===== config.mk =====
export PLATFORM = sky130hd
export DESIGN_NAME = sound_mixer
export DESIGN_NICKNAME = d
export VERILOG_FILES = /design/src/rtl/sound_pkg.sv /design/src/rtl/sound_mixer.sv
export SDC_FILE = /design/constraint.sdc
export NUM_CORES = 1
export LEC_CHECK = 0
export CORE_AREA = 8 8 205 187
export CTS_CLUSTER_SIZE = 40
export DETAILED_ROUTE_END_ITERATION = 8
export DIE_AREA = 0 0 213 195
export DONT_BUFFER_PORTS = 1
export SYNTH_ARGS = -nofsm -noshare
export SYNTH_HDL_FRONTEND = slang
export SYNTH_SLANG_ARGS = --single-unit

===== constraint.sdc =====
create_clock -name clk -period 11.5 [get_ports clk]
set_clock_uncertainty 0.1 [all_clocks]
set_input_delay 3.45 -clock clk [delete_from_list [all_inputs] [get_ports clk]]
set_output_delay 3.45 -clock clk [all_outputs]
set_load 0.01 [all_outputs]

===== src/rtl/sound_pkg.sv =====
// Shared definitions for the sound mixer.
// Provides the sample/gain widths, the mixer FSM state type, and the 16-bit
// saturation helpers used on the mixer output.
package sound_pkg;

    localparam int SAMPLE_W    = 16;
    localparam int GAIN_W      = 4;
    // Gain code 8 is unity, so each product is shifted right by 3.
    localparam int UNITY_SHIFT = 3;

    localparam int SAT_MAX = (1 << (SAMPLE_W - 1)) - 1;
    localparam int SAT_MIN = -(1 << (SAMPLE_W - 1));

    typedef enum logic [1:0] {
        StIdle,
        StAccum,
        StFilter,
        StSat
    } mixer_state_t;

    // Clamp a signed value into the signed 16-bit range.
    function automatic logic signed [SAMPLE_W-1:0] sat16(input logic signed [31:0] v);
        if (v > SAT_MAX) begin
            return SAMPLE_W'(SAT_MAX);
        end else if (v < SAT_MIN) begin
            return SAMPLE_W'(SAT_MIN);
        end
        return SAMPLE_W'(v);
    endfunction

    // True when sat16() would have to clamp v.
    function automatic logic clip16(input logic signed [31:0] v);
        return (v > SAT_MAX) || (v < SAT_MIN);
    endfunction

endpackage


===== src/rtl/sound_mixer.sv =====
// Multi-voice sound mixer.
// One time-shared multiply-accumulate sums NUM_CH signed 16-bit voices per
// 48 kHz strobe, each scaled by a 4-bit gain (8 = unity) and optionally muted.
// A first-order DC estimator (time constant 2^DC_SHIFT samples) is subtracted
// unless bypassed, and the result is saturated to 16 bits and registered.
//
// Ports:
//   clk           system clock
//   reset_n       asynchronous active-low reset
//   clk_en_48KHz  one-clk sample strobe; inputs are snapshotted on it
//   ch_in         NUM_CH signed 16-bit voice samples (ch0 = bang/crash voice)
//   ch_gain       NUM_CH unsigned 4-bit gains, 8 = unity
//   ch_mute       per-channel mute, 1 = contributes exactly 0
//   dc_bypass     1 = skip DC removal (estimator still tracks)
//   out           signed mixed sample, held until the next update
//   out_valid     one-clk pulse when out updates
//   clip          current out was saturated
//   overrun       sticky: a strobe arrived while a sample was in progress
module sound_mixer
    import sound_pkg::*;
#(
    parameter int NUM_CH   = 4,
    parameter int DC_SHIFT = 8
) (
    input  logic                             clk,
    input  logic                             reset_n,
    input  logic                             clk_en_48KHz,
    input  logic [NUM_CH-1:0][SAMPLE_W-1:0]  ch_in,
    input  logic [NUM_CH-1:0][GAIN_W-1:0]    ch_gain,
    input  logic [NUM_CH-1:0]                ch_mute,
    input  logic                             dc_bypass,
    output logic signed [SAMPLE_W-1:0]       out,
    output logic                             out_valid,
    output logic                             clip,
    output logic                             overrun
);

    localparam int IDX_W  = (NUM_CH > 1) ? $clog2(NUM_CH) : 1;
    // Signed sample times zero-extended gain.
    localparam int PROD_W = SAMPLE_W + GAIN_W + 1;
    localparam int TERM_W = PROD_W - UNITY_SHIFT;
    // Headroom for NUM_CH full-scale terms, so the sum cannot wrap.
    localparam int ACC_W  = TERM_W + $clog2(NUM_CH);
    localparam int HP_W   = ACC_W + 1;
    localparam int DC_W   = ACC_W + DC_SHIFT + 1;

    mixer_state_t                      r_state;
    mixer_state_t                      w_state_next;
    logic [NUM_CH-1:0][SAMPLE_W-1:0]   r_samp;
    logic [NUM_CH-1:0][GAIN_W-1:0]     r_gain;
    logic [NUM_CH-1:0]                 r_mute;
    logic                              r_bypass;
    logic [IDX_W-1:0]                  r_idx;
    logic signed [ACC_W-1:0]           r_acc;
    logic signed [DC_W-1:0]            r_dc;
    logic signed [HP_W-1:0]            r_hp;
    logic signed [SAMPLE_W-1:0]        r_out;
    logic                              r_out_valid;
    logic                              r_clip;
    logic                              r_overrun;

    logic signed [SAMPLE_W-1:0]        w_samp;
    logic signed [PROD_W-1:0]          w_prod;
    logic signed [TERM_W-1:0]          w_term;
    logic signed [DC_W-1:0]            w_d;
    logic signed [HP_W-1:0]            w_hp;
    logic signed [DC_W-1:0]            w_dc_next;

    // MAC operand for the channel selected by r_idx.
    assign w_samp = $signed(r_samp[r_idx]);
    assign w_prod = w_samp * $signed({1'b0, r_gain[r_idx]});
    // Dropping the low bits of a signed product is a floor division by 8.
    assign w_term = r_mute[r_idx] ? '0 : w_prod[PROD_W-1:UNITY_SHIFT];

    // DC estimator: r_dc holds the running mean scaled by 2^DC_SHIFT.
    assign w_d       = r_dc >>> DC_SHIFT;
    assign w_hp      = r_bypass ? HP_W'(r_acc) : HP_W'(r_acc) - HP_W'(w_d);
    assign w_dc_next = r_dc + DC_W'(r_acc) - w_d;

    always_comb begin
        w_state_next = r_state;
        unique case (r_state)
            StIdle:   if (clk_en_48KHz) w_state_next = StAccum;
            StAccum:  if (r_idx == IDX_W'(NUM_CH - 1)) w_state_next = StFilter;
            StFilter: w_state_next = StSat;
            StSat:    w_state_next = StIdle;
            default:  w_state_next = StIdle;
        endcase
    end

    always_ff @(posedge clk or negedge reset_n) begin
        if (!reset_n) begin
            r_state     <= StIdle;
            r_samp      <= '0;
            r_gain      <= '0;
            r_mute      <= '0;
            r_bypass    <= 1'b0;
            r_idx       <= '0;
            r_acc       <= '0;
            r_dc        <= '0;
            r_hp        <= '0;
            r_out       <= '0;
            r_out_valid <= 1'b0;
            r_clip      <= 1'b0;
            r_overrun   <= 1'b0;
        end else begin
            r_state     <= w_state_next;
            r_out_valid <= 1'b0;
            // Strobes are only accepted in idle; anything else is dropped and flagged.
            if (clk_en_48KHz && (r_state != StIdle)) begin
                r_overrun <= 1'b1;
            end
            unique case (r_state)
                StIdle: begin
                    if (clk_en_48KHz) begin
                        r_samp   <= ch_in;
                        r_gain   <= ch_gain;
                        r_mute   <= ch_mute;
                        r_bypass <= dc_bypass;
                        r_acc    <= '0;
                        r_idx    <= '0;
                    end
                end
                StAccum: begin
                    r_acc <= r_acc + ACC_W'(w_term);
                    r_idx <= r_idx + IDX_W'(1);
                end
                StFilter: begin
                    r_hp <= w_hp;
                    r_dc <= w_dc_next;
                end
                StSat: begin
                    r_out       <= sat16(32'(r_hp));
                    r_clip      <= clip16(32'(r_hp));
                    r_out_valid <= 1'b1;
                end
                default: ;
            endcase
        end
    end

    assign out       = r_out;
    assign out_valid = r_out_valid;
    assign clip      = r_clip;
    assign overrun   = r_overrun;

endmodule


# [Yosys cells after proc, flatten, opt, wreduce, memory -nomap -nowiden]
# Cells that the tools add are included.
# Widths: inputs -> output; s select.
[word_totals] regBits=178 latchBits=0 ram_bits=0 romBits=0 input_bits=88 output_inout_bits=19 elab_cells=64 mem_count=0
[op_classes] n_addsub=5 n_mul=1 n_div=0 order_cmp=3 eq_ne=6 shift=0 n_mux=22 n_bitwise=0 n_reduce_logical=8
[op_table] operator="$mux 16" count=4
[op_table] operator="$pmux 20 s2" count=1
[op_table] operator="$bmux 16 s2" count=1
[op_table] operator="$add 29x20->29" count=1
[op_table] operator="$sub 29x21->29" count=1
[op_table] operator="$gt 21x16->1 const B" count=1
[op_table] operator="$lt 21x16->1 const B" count=1
[op_table] operator="$mul 16x5->21" count=1
[op_table] operator="$mux 21" count=1
[op_table] operator="$sub 20x21->21" count=1
[op_table] operator="$add 20x18->20" count=1
[op_table] operator="$mux 20" count=1
[op_table] operator="$mux 18" count=1
[op_table] operator="$bmux 4 s2" count=1
[op_table] operator="$pmux 2 s4" count=1
[op_table] operator="$eq 2x2->1 const B" count=3
[op_table] operator="$mux 2" count=3
[op_table] operator="$reduce_and 2->1" count=3
[op_table] operator="$mux 1" count=5
[op_table] operator="$mux 4" count=1
[op_table] operator="$ne 2x2->1 const B" count=2
[op_table] operator="$pmux 2 s2" count=1
[op_table] operator="$reduce_bool 2->1" count=2
[op_table] operator="$lt 2x3->1 const B" count=1
[op_table] operator="other kinds (6)" count=6

# [Longest topological paths before layout]
# Gate-level depths: netlist (run 1).
[logic_depth] word_depth=6 depth_mapped=29 depth_no_buf=26

# [Least setup slack after synthesis (run 1)]
# Ideal clock, no wire load.
[synth_timing] path_kind="register to register" startpoint="register r_idx[0]" endpoint="register r_acc[19]" setup_ns=0.153 arrival_ns=6.651 required_ns=11.247 slack_ns=4.596 path_stages_with_launch=30 n_path_buf=3 period_less_slack_ns=6.904 path_cell_list="dfrtp_1 -> buf_6 -> buf_12 -> clkbuf_1 -> mux4_2 -> and2_1 -> ha_1 -> fa_1 -> inv_1 -> fa_1 -> inv_1 -> ha_1 -> and3_1 -> a221oi_1 -> a31oi_1 -> a21o_1 -> a21o_1 -> a21oi_1 -> xor2_1 -> nor2_1 -> ha_1 -> a21o_1 -> a21o_1 -> a21o_1 -> and2_1 -> o21bai_1 -> o221ai_1 -> xor2_1 -> a21oi_1 -> o22ai_1"
[synth_between] elab_chain_cells=6 word_cells_on_any_way=10 classes_between="1 x add/sub; 1 x mul; 8 x mux"
[synth_lines] element="start: declaration" line="sound_mixer.sv:53" source="logic [IDX_W-1:0] r_idx;"
[synth_lines] element="start signal: assignment" line="sound_mixer.sv:126" source="r_idx <= r_idx + IDX_W'(1);"
[synth_lines] element="$bmux 16 s2 or $bmux 4 s2 (tied branches)" line="sound_mixer.sv:70, sound_mixer.sv:71"
[synth_lines] element="$mux 16 (not written as such) or $mux 4 (tied branches)" line="sound_mixer.sv:70, sound_mixer.sv:71"
[synth_lines] element="$mul 16x5->21" line="sound_mixer.sv:71" source="assign w_prod = w_samp * $signed({1'b0, r_gain[r_idx]});"
[synth_lines] element="$mux 18 (*)" line="sound_mixer.sv:73" source="assign w_term = r_mute[r_idx] ? '0 : w_prod[PROD_W-1:UNITY_SHIFT];"
[synth_lines] element="$add 20x18->20 (*)" line="sound_mixer.sv:125" source="r_acc <= r_acc + ACC_W'(w_term);"
[synth_lines] element="$pmux 20 s2 (*)" line="sound_mixer.sv:113" source="unique case (r_state)"
[synth_lines] element="end signal: assignment" line="sound_mixer.sv:125"
[synth_lines] element="end: declaration" line="sound_mixer.sv:54" source="logic signed [ACC_W-1:0] r_acc;"
# Mark *: on every way between the ends. The rest lies on a longest branch, timed or not. The select of a mux whose other input is x is not followed.
# A chain may end at the register's enable or synchronous reset.

# [Final worst setup path (run 1)]
# Ends and elaborated chain as after synthesis.

==> flow_summary.ini, run 1 <==
[clocking]
clk_path_buf_depth = 2
path_clk_slew_ns = 0.07
cts_resized = 0
cts_hold_buf = 0
h-tree-depth = 4
cts_made_buffers = 17
clk_latency_ns = 0.45
cts_root_buf = clkbuf_16
post_cts_buffers = 0
cts_tree = built
cts_sinks = 178

[route]
via_count = 9712
ant_nets = 0
firstDrtPassIters = 5
wl_per_cell_um = 16.45
drc_errors = 0
vias_per_cell = 5.205
drt_iter0_markers = 590
drt_wl_total_mm = 30.70

[setup_path]
required_ns = 11.75
reg2reg_depth = 27
crit_start = r_idx[0]
rr_startpoint = r_idx[0]
worstSetupEndpointType = flop
path_class = reg -> reg
endpoint = r_acc[19]
critical_path.max_stage_delay_ns = 0.84
crit_arrival_ns = 7.96
reg2reg_to = r_acc[19]
crit_top_cell = a21o_1
worstPathMaxFanout = 16
startpoint_type = flop
ff2ff_setup_slack_ns = 3.79
crit_slowest_cell = mux4_1

[floorplanning]
ioPinCount = 107
core-area_um2 = 34730
num_rows = 65
fp.dieW_um = 213
fp.dieH_um = 195
dieArea_um2 = 41540
start_util_pct = 39.50

[placed_design]
gp_congestion = 0.8680
dp_hpwl_mm = 23.79
dp_cells = 1834
portBuffers = 0

[synth]
synth_area_um2 = 13720
syn-num-nets = 1665
synth-seq-cells = 178
ys_types = 73
syn_area_per_cell_um2 = 9.785
synthCells = 1402
ys.flop_type = dfrtp_1
yosysWarnings = 0
seq_area_frac_synth_pct = 32.47
synthArstFlopShare_pct = 100.0
synth_edf_count = 0

[sta]
finalSetupTns_ns = 0
rsz0062_at_grt = no
worstMarginPinSlew_ns = 1.231
drv_slew = 0
fin_crit_ns = 7.707
max_freq_mhz = 129.8
hold_violations = 0
finalSetupViolCount = 0
slew_headroom_pct = 17.94
finalCritPeriodShare_pct = 67.02
holdWs_ns = 0.3929

[final_layout]
final_util_pct = 42.53
fillers = 3426
layout-drive-gt1-share_pct = 11.60
diodes = 0
stdcell_count = 1866
nets = 1647
areaGrowthSynthToFinish_pct = 7.662

[min_path]
hold_depth = 2
hp-class = reg -> reg

[global_route]
grt_usage_pct = 15.39
antenna_found_initial = 3
grt_pass1_vias = 9935
overflow = 0
grt_max_degree = 179
grt_pass1_wl_mm = 51.94

[run]
drv_cap = 0

[outcome]
status = complete, no violations
==> layout by cell type, fill, tap and decap left out, types with 12 or more instances in the layout <==
| master | netlist | final |
|---|---|---|
| nor2_1 | 94 | 94 |
| nor3_1 | 15 | 15 |
| clkbuf_16 | 0 | 17 |
| ha_1 | 112 | 111 |
| o21ai_0 | 65 | 65 |
| inv_1 | 189 | 189 |
| mux2_2 | 90 | 90 |
| mux2i_1 | 14 | 13 |
| a21oi_1 | 113 | 113 |
| nand3_1 | 14 | 14 |
| and3_1 | 13 | 13 |
| dfrtp_1 | 178 | 178 |
| xnor2_1 | 41 | 41 |
| and2_1 | 48 | 48 |
| fa_1 | 63 | 63 |
| xor2_1 | 30 | 30 |
| nand2_1 | 87 | 86 |
| a21o_1 | 34 | 34 |
| mux4_2 | 12 | 12 |
==> routing by layer <==
metal	global-route usage [%]	up-vias	part of all wire [%]
met3	3.842	36	5.1
met1	20.92	4744	48
li1	-	4748	-
met4	4.548	4	1.9
met2	23.93	180	45
met5	0	-	0.052
==> worst min-delay path by stage <==
stage	from	slack (ns)	endpoint
after floorplan	r_hp[12]	0.36	r_hp[12]
after global placement	r_samp[35]	0.38	r_samp[35]
after detailed placement	r_hp[12]	0.38	r_hp[12]
after CTS	r_mute[1]	0.40	r_mute[1]
after global routing	r_samp[49]	0.41	r_samp[49]
final	r_hp[12]	0.39	r_hp[12]
==> through the flow <==
stage                     worst slack [ns]  instance area, um^2
after global routing                 3.273                14770
final                                3.793                14770
after CTS                            3.873                14770
after floorplan                      4.596                13720
after global placement               4.048                14170
after detailed placement             3.936                14170
==> flip-flops by register name (all words and copies together) (netlist names) <==
| name | cells |
|---|---|
| clip | 1 |
| out | 16 |
| out_valid | 1 |
| overrun | 1 |
| r_acc | 20 |
| r_bypass | 1 |
| r_dc | 29 |
| r_gain | 16 |
| r_hp | 21 |
| r_idx | 2 |
| r_mute | 4 |
| r_samp | 64 |
| r_state | 2 |
==> cells by family (layout without fill, tap and decap cells) <==
logic type                 Yosys count  in the layout  synth area share, %
DFF                                178            178                32.47
and+or+nand+nor                    317            317                11.14
buffers and inverters              232            227                6.567
adders and majority gates          175            175                19.41
AOI/OAI and AO/OA                  304            304                13.78
xor gates and xnor gates            71             71                4.533
muxes                              125            125                12.10
==> worst max-delay path: cells and delay by family (launching register included) <==
kind	cells	cell delay, ns
compound gates	12	2.42
fa+ha+maj	5	2.10
mux	1	0.84
flops	1	0.65
simple gates	4	0.65
buf+inv	3	0.46
xor+xnor	2	0.38
==> area by class of cell <==
| type | count | area (um^2) | share of cell area (%) |
|---|---|---|---|
| Sequential cell | 178 | 4454 | 30.16 |
| Clock buffer | 18 | 429.2 | 2.906 |
| Clock inverter | 14 | 167.7 | 1.135 |
| Tap cell | 469 | 586.8 | 3.973 |
| Timing Repair Buffer | 6 | 45.04 | 0.3050 |
| Multi-Input combinational cell | 992 | 8377 | 56.72 |
| Inverter | 189 | 709.4 | 4.803 |
==> cells in the mapped netlist, types with 34 or more instances <==
| master | count | area, um^2 |
|---|---|---|
| dfrtp_1 | 178 | 4454 |
| a21oi_1 | 113 | 565.5 |
| and2_1 | 48 | 300.3 |
| nand2_1 | 87 | 326.6 |
| inv_1 | 189 | 709.4 |
| fa_1 | 63 | 1261 |
| mux2_2 | 90 | 1013 |
| nor2_1 | 94 | 352.8 |
| clkbuf_1 | 35 | 131.4 |
| ha_1 | 112 | 1401 |
| a21o_1 | 34 | 255.2 |
| o21ai_0 | 65 | 325.3 |
| xnor2_1 | 41 | 359.1 |
Power of run 1 is left out: the tool's default activity adds up to more than one toggle a clock period on the data nets, which glitch-free logic cannot reach.
==> run 2: changes to the inputs <==
Clock period 11.5 ns to 6.8 ns, I/O delays scaled along.
==> run 2 against run 1 <==
- core utilization rose by 0.31 points
- fmax rose by 19%
- register-to-register slack got worse by 3.5 ns
- via count rose by 0.29%
- global-route usage barely moved
- largest cell class unchanged
==> flow_summary.ini, run 2 (synthesis gave the netlist of run 1 again) <==
[setup_path]
path_class = reg -> reg
worstPathMaxFanout = 9
crit_arrival_ns = 6.74
crit_top_cell = a21o_1
required_ns = 7.06
worst-path-buf-inv = 4
startpoint_type = flop
crit_family = adder cells
critical_path.max_stage_delay_ns = 0.56
worstSetupEndpointType = flop
crit_slowest_cell = mux4_2

[sta]
finalSetupViolCount = 0
max_freq_mhz = 154.4
fin_crit_ns = 6.478
holdWs_ns = 0.4051
rsz0062_at_grt = yes
worstMarginPinSlew_ns = 1.277
setup_slack_ns = 0.3224
slew_headroom_pct = 14.90
finalCritPeriodShare_pct = 95.26
drv_slew = 0
hold_violations = 0

[clocking]
cts_hold_buf = 0
cts_resized = 0
cts_made_buffers = 17
post_cts_buffers = 0
cts_tree = built
cts_sinks = 178
path_clk_slew_ns = 0.07
cts_root_buf = clkbuf_16
clk_path_buf_depth = 2
h-tree-depth = 4
clk_latency_ns = 0.45

[final_layout]
largest_reg_flops = 64
layout-drive-gt1-share_pct = 13.42
layout_common_cells = 189 x inv_1, 178 x dfrtp_1, 112 x a21oi_1, 111 x ha_1, 94 x nor2_1
areaGrowthSynthToFinish_pct = 8.455
layout_commonest_cell = inv_1
reg_top3 = r_samp (64), r_dc (29), r_hp (21)
nets = 1667
top_register = r_samp
stdcell_count = 1886
fillers = 3371

[placed_design]
portBuffers = 0
dp_cells = 1854
dp_hpwl_mm = 24.02
place_ws_ns = 0.1552
gp_congestion = 0.8160

[route]
drt_wl_total_mm = 30.68
ant_nets = 0
drc_errors = 0
drt_iter0_markers = 602
vias_per_cell = 5.164
met3_length_mm = 1.474
highest_layer = met5
wl_met1_mm = 14.86
firstDrtPassIters = 5
wl_per_cell_um = 16.27
wl_met2_mm = 13.73
via_count = 9740

[global_route]
grt_pass1_wl_mm = 51.92
overflow = 0
grt_pass1_vias = 10000
grt_max_degree = 179
grt_usage_pct = 15.43
antenna_found_initial = 1

[floorplanning]
core-area_um2 = 34730
ioPinCount = 107
num_rows = 65
fp.dieH_um = 195
start_util_pct = 39.50
fp.dieW_um = 213
dieArea_um2 = 41540

[run]
drv_cap = 0

[min_path]
hp-class = reg -> reg

[outcome]
status = complete, no violations
==> run 2: changes by cell type in the layout (fill, tap and decap cells not counted), moves of 2 or more <==
cell        delta
buf_4         +19
bufinv_16      -2
clkinv_2       +3
clkinvlp_4     -2
inv_8          -2
mux4_1         -4
mux4_2         +4
==> run 2: routing by layer <==
layer / track usage [%] / vias up
li1: - / 4781
met1: 20.94 / 4763
met2: 23.86 / 157
met3: 3.987 / 37
met4: 4.701 / 2
met5: 0 / -
==> run 2: metrics by stage <==
step                util [%]  cell area (um^2)    TNS, ns
finish                 42.84             14880          0
global route           42.84             14880  -0.009402
CTS                    42.80             14860          0
detailed placement     41.24             14320          0
global placement       41.24             14320          0
floorplan                  -             13720          0
==> run 2: worst min-delay path, stage by stage, from the launching register on <==
cell and delay [ns]:
dfrtp_1 0.36, nand2b_1 0.06, nand3_1 0.06
==> run 2: worst paths after layout <==
check                          from         end  slack [ns]  depth (start not counted)
setup / recovery           r_idx[0]   r_acc[19]        0.32                         28
hold / removal             r_hp[12]    r_hp[12]        0.41                          2
setup reg to reg           r_idx[0]   r_acc[19]        0.32                         28
hold reg to reg            r_hp[12]    r_hp[12]        0.41                          2
max in group asynchronous   reset_n  r_state[1]        5.20                          0
min in group asynchronous   reset_n  r_samp[13]        1.19                          0
==> run 2: layout make-up <==
type,instances,area (um^2),share of cell area (%)
Antenna cell,1,2.502,0.01682
Clock buffer,18,439.2,2.952
Clock inverter,13,102.6,0.6896
Inverter,189,709.4,4.768
Multi-Input combinational cell,992,8384,56.35
Sequential cell,178,4454,29.94
Tap cell,469,586.8,3.944
Timing Repair Buffer,26,198.9,1.337
Power of run 2 is left out for the same reason.
==> run 3: changes to the inputs <==
Settings changed: PLACE_DENSITY_LB_ADDON from default to 0.05.
==> run 3 against run 2 <==
- fmax is 0.88% higher
- flip-flop and latch count is the same
- wire length rose by 2.5%
- clock-buffer cell count is 2 higher
- cell count is 0.37% higher
- core utilization grew 0.84 points
- global-route usage rose by 0.35 points
- critical path type unchanged
==> flow_summary.ini, run 3 (synthesis gave the netlist of run 1 again) <==
[sta]
finalSetupViolCount = 0
fin_crit_ns = 6.421
slew_headroom_pct = 19.46
drv_slew = 0
worstMarginPinSlew_ns = 1.208
hold_violations = 0
setup_slack_ns = 0.3791
finalCritPeriodShare_pct = 94.42
max_freq_mhz = 155.7
finalSetupTns_ns = 0

[outcome]
status = complete, no violations

[route]
drc_errors = 0
via_count = 9541
drt_iter0_markers = 442
drt_wl_total_mm = 31.44
wl_per_cell_um = 16.61
ant_nets = 0
firstDrtPassIters = 4
vias_per_cell = 5.040

[placed_design]
portBuffers = 0
dp_cells = 1855
place_ws_ns = 0.09922
gp_congestion = 0.7941
dp_hpwl_mm = 24.33

[clocking]
clk_path_buf_depth = 2
cts_sinks = 178
path_clk_slew_ns = 0.07
cts_root_buf = clkbuf_16
cts_tree = built
cts_made_buffers = 17
h-tree-depth = 4
clk_latency_ns = 0.46

[floorplanning]
start_util_pct = 39.50
num_rows = 65
fp.dieH_um = 195
dieArea_um2 = 41540
fp.dieW_um = 213
ioPinCount = 107
core-area_um2 = 34730

[final_layout]
layout_common_cells = 189 x inv_1, 178 x dfrtp_1, 111 x a21oi_1, 104 x ha_1, 94 x nor2_1
nets = 1674
layout-drive-gt1-share_pct = 15.03
reg_top3 = r_samp (64), r_dc (29), r_hp (21)
layout_commonest_cell = inv_1
stdcell_count = 1893
areaGrowthSynthToFinish_pct = 10.59
diodes = 0
top_register = r_samp
final_util_pct = 43.69
largest_reg_flops = 64

[global_route]
grt_max_degree = 179
grt_pass1_vias = 9970
gr-usage-met1_pct = 20.15
grt_util_met3_pct = 4.115
grt_usage_pct = 15.78
met2_usage_pct = 25.71
antenna_found_initial = 1
grt_pass1_wl_mm = 52.63
overflow = 0
busiest_layer = met2

[min_path]
hp-class = reg -> reg
worstHoldStart = r_mute[0]

[setup_path]
worstSetupEndpointType = flop
crit_arrival_ns = 6.63
required_ns = 7.01
rr_startpoint = r_idx[0]
startpoint_type = flop
crit_start = r_idx[0]
path_class = reg -> reg
worstPathMaxFanout = 7

[run]
drv_cap = 0
run 3: changes by cell type in the layout (fill, tap and decap cells not counted), moves of 2 or more:
cell / before / now
buf_4: 25 / 28
bufinv_16: 0 / 2
ha_1: 111 / 104
and2_4: 0 / 4
buf_12: 0 / 3
ha_4: 0 / 7
and2_1: 48 / 44
clkinv_2: 4 / 0
clkbuf_8: 1 / 3
run 3: path summary, 6_finish.rpt:
| path | slack (ns) | cells after the start | to |
|---|---|---|---|
| worst max-delay path | 0.38 | 27 | r_acc[16] |
| worst min-delay path | 0.40 | 1 | r_mute[0] |
| worst max register to register | 0.38 | 27 | r_acc[16] |
| worst min register to register | 0.40 | 1 | r_mute[0] |
| max in group asynchronous | 5.10 | 0 | r_samp[56] |
| min in group asynchronous | 1.18 | 0 | r_dc[6] |
run 3: critical path: stages (launching register included):
cell and delay, ns:
dfrtp_1 0.41, buf_12 0.15, mux4_2 0.60, and2_4 0.22
ha_4 0.24, fa_1 0.52, inv_1 0.05, fa_1 0.52
inv_1 0.04, ha_1 0.29, and3_1 0.19, a221oi_2 0.21
buf_4 0.15, a31oi_2 0.09, a21o_1 0.20, a21o_1 0.18
a21oi_2 0.15, xor2_1 0.17, nor2_1 0.06, ha_1 0.34
a21o_1 0.17, a21o_1 0.17, a21o_1 0.18, and2_1 0.17
a311oi_2 0.29, o21ba_2 0.17, xor2_1 0.15, o21ai_0 0.09
run 3: routing by layer:
metal | up-vias | part of all wire, %
li1 | 4829 | -
met1 | 4589 | 46
met2 | 95 | 48
met3 | 28 | 3.8
met4 | 0 | 2.1
met5 | - | 0
run 3: repair_timing:
action                                  4_1_cts  5_1_grt
buffers inserted                              0        6
hold endpoints to repair                      0        0
gates resized for setup                       0       30
hold buffers                                  0        0
endpoints found under the setup margin        0        6
run 3: cell type report:
cell class | instances | area [um^2]
clock buffer | 20 | 466.7
clock inverter | 12 | 158.9
fill | 3400 | 19560
inverter | 189 | 709.4
multi-input combinational | 992 | 8502
sequential | 178 | 4454
tap | 469 | 586.8
timing repair buffer | 33 | 292.8
run 3: through the flow:
| stage | hold slack [ns] | cell area, um^2 |
|---|---|---|
| floorplan | 0.3565 | 13720 |
| finish | 0.4013 | 15170 |
| global placement | 0.3834 | 14360 |
| detailed placement | 0.3880 | 14360 |
| CTS | 0.4052 | 14980 |
| global route | 0.4109 | 15170 |
Power of run 3 is left out for the same reason.
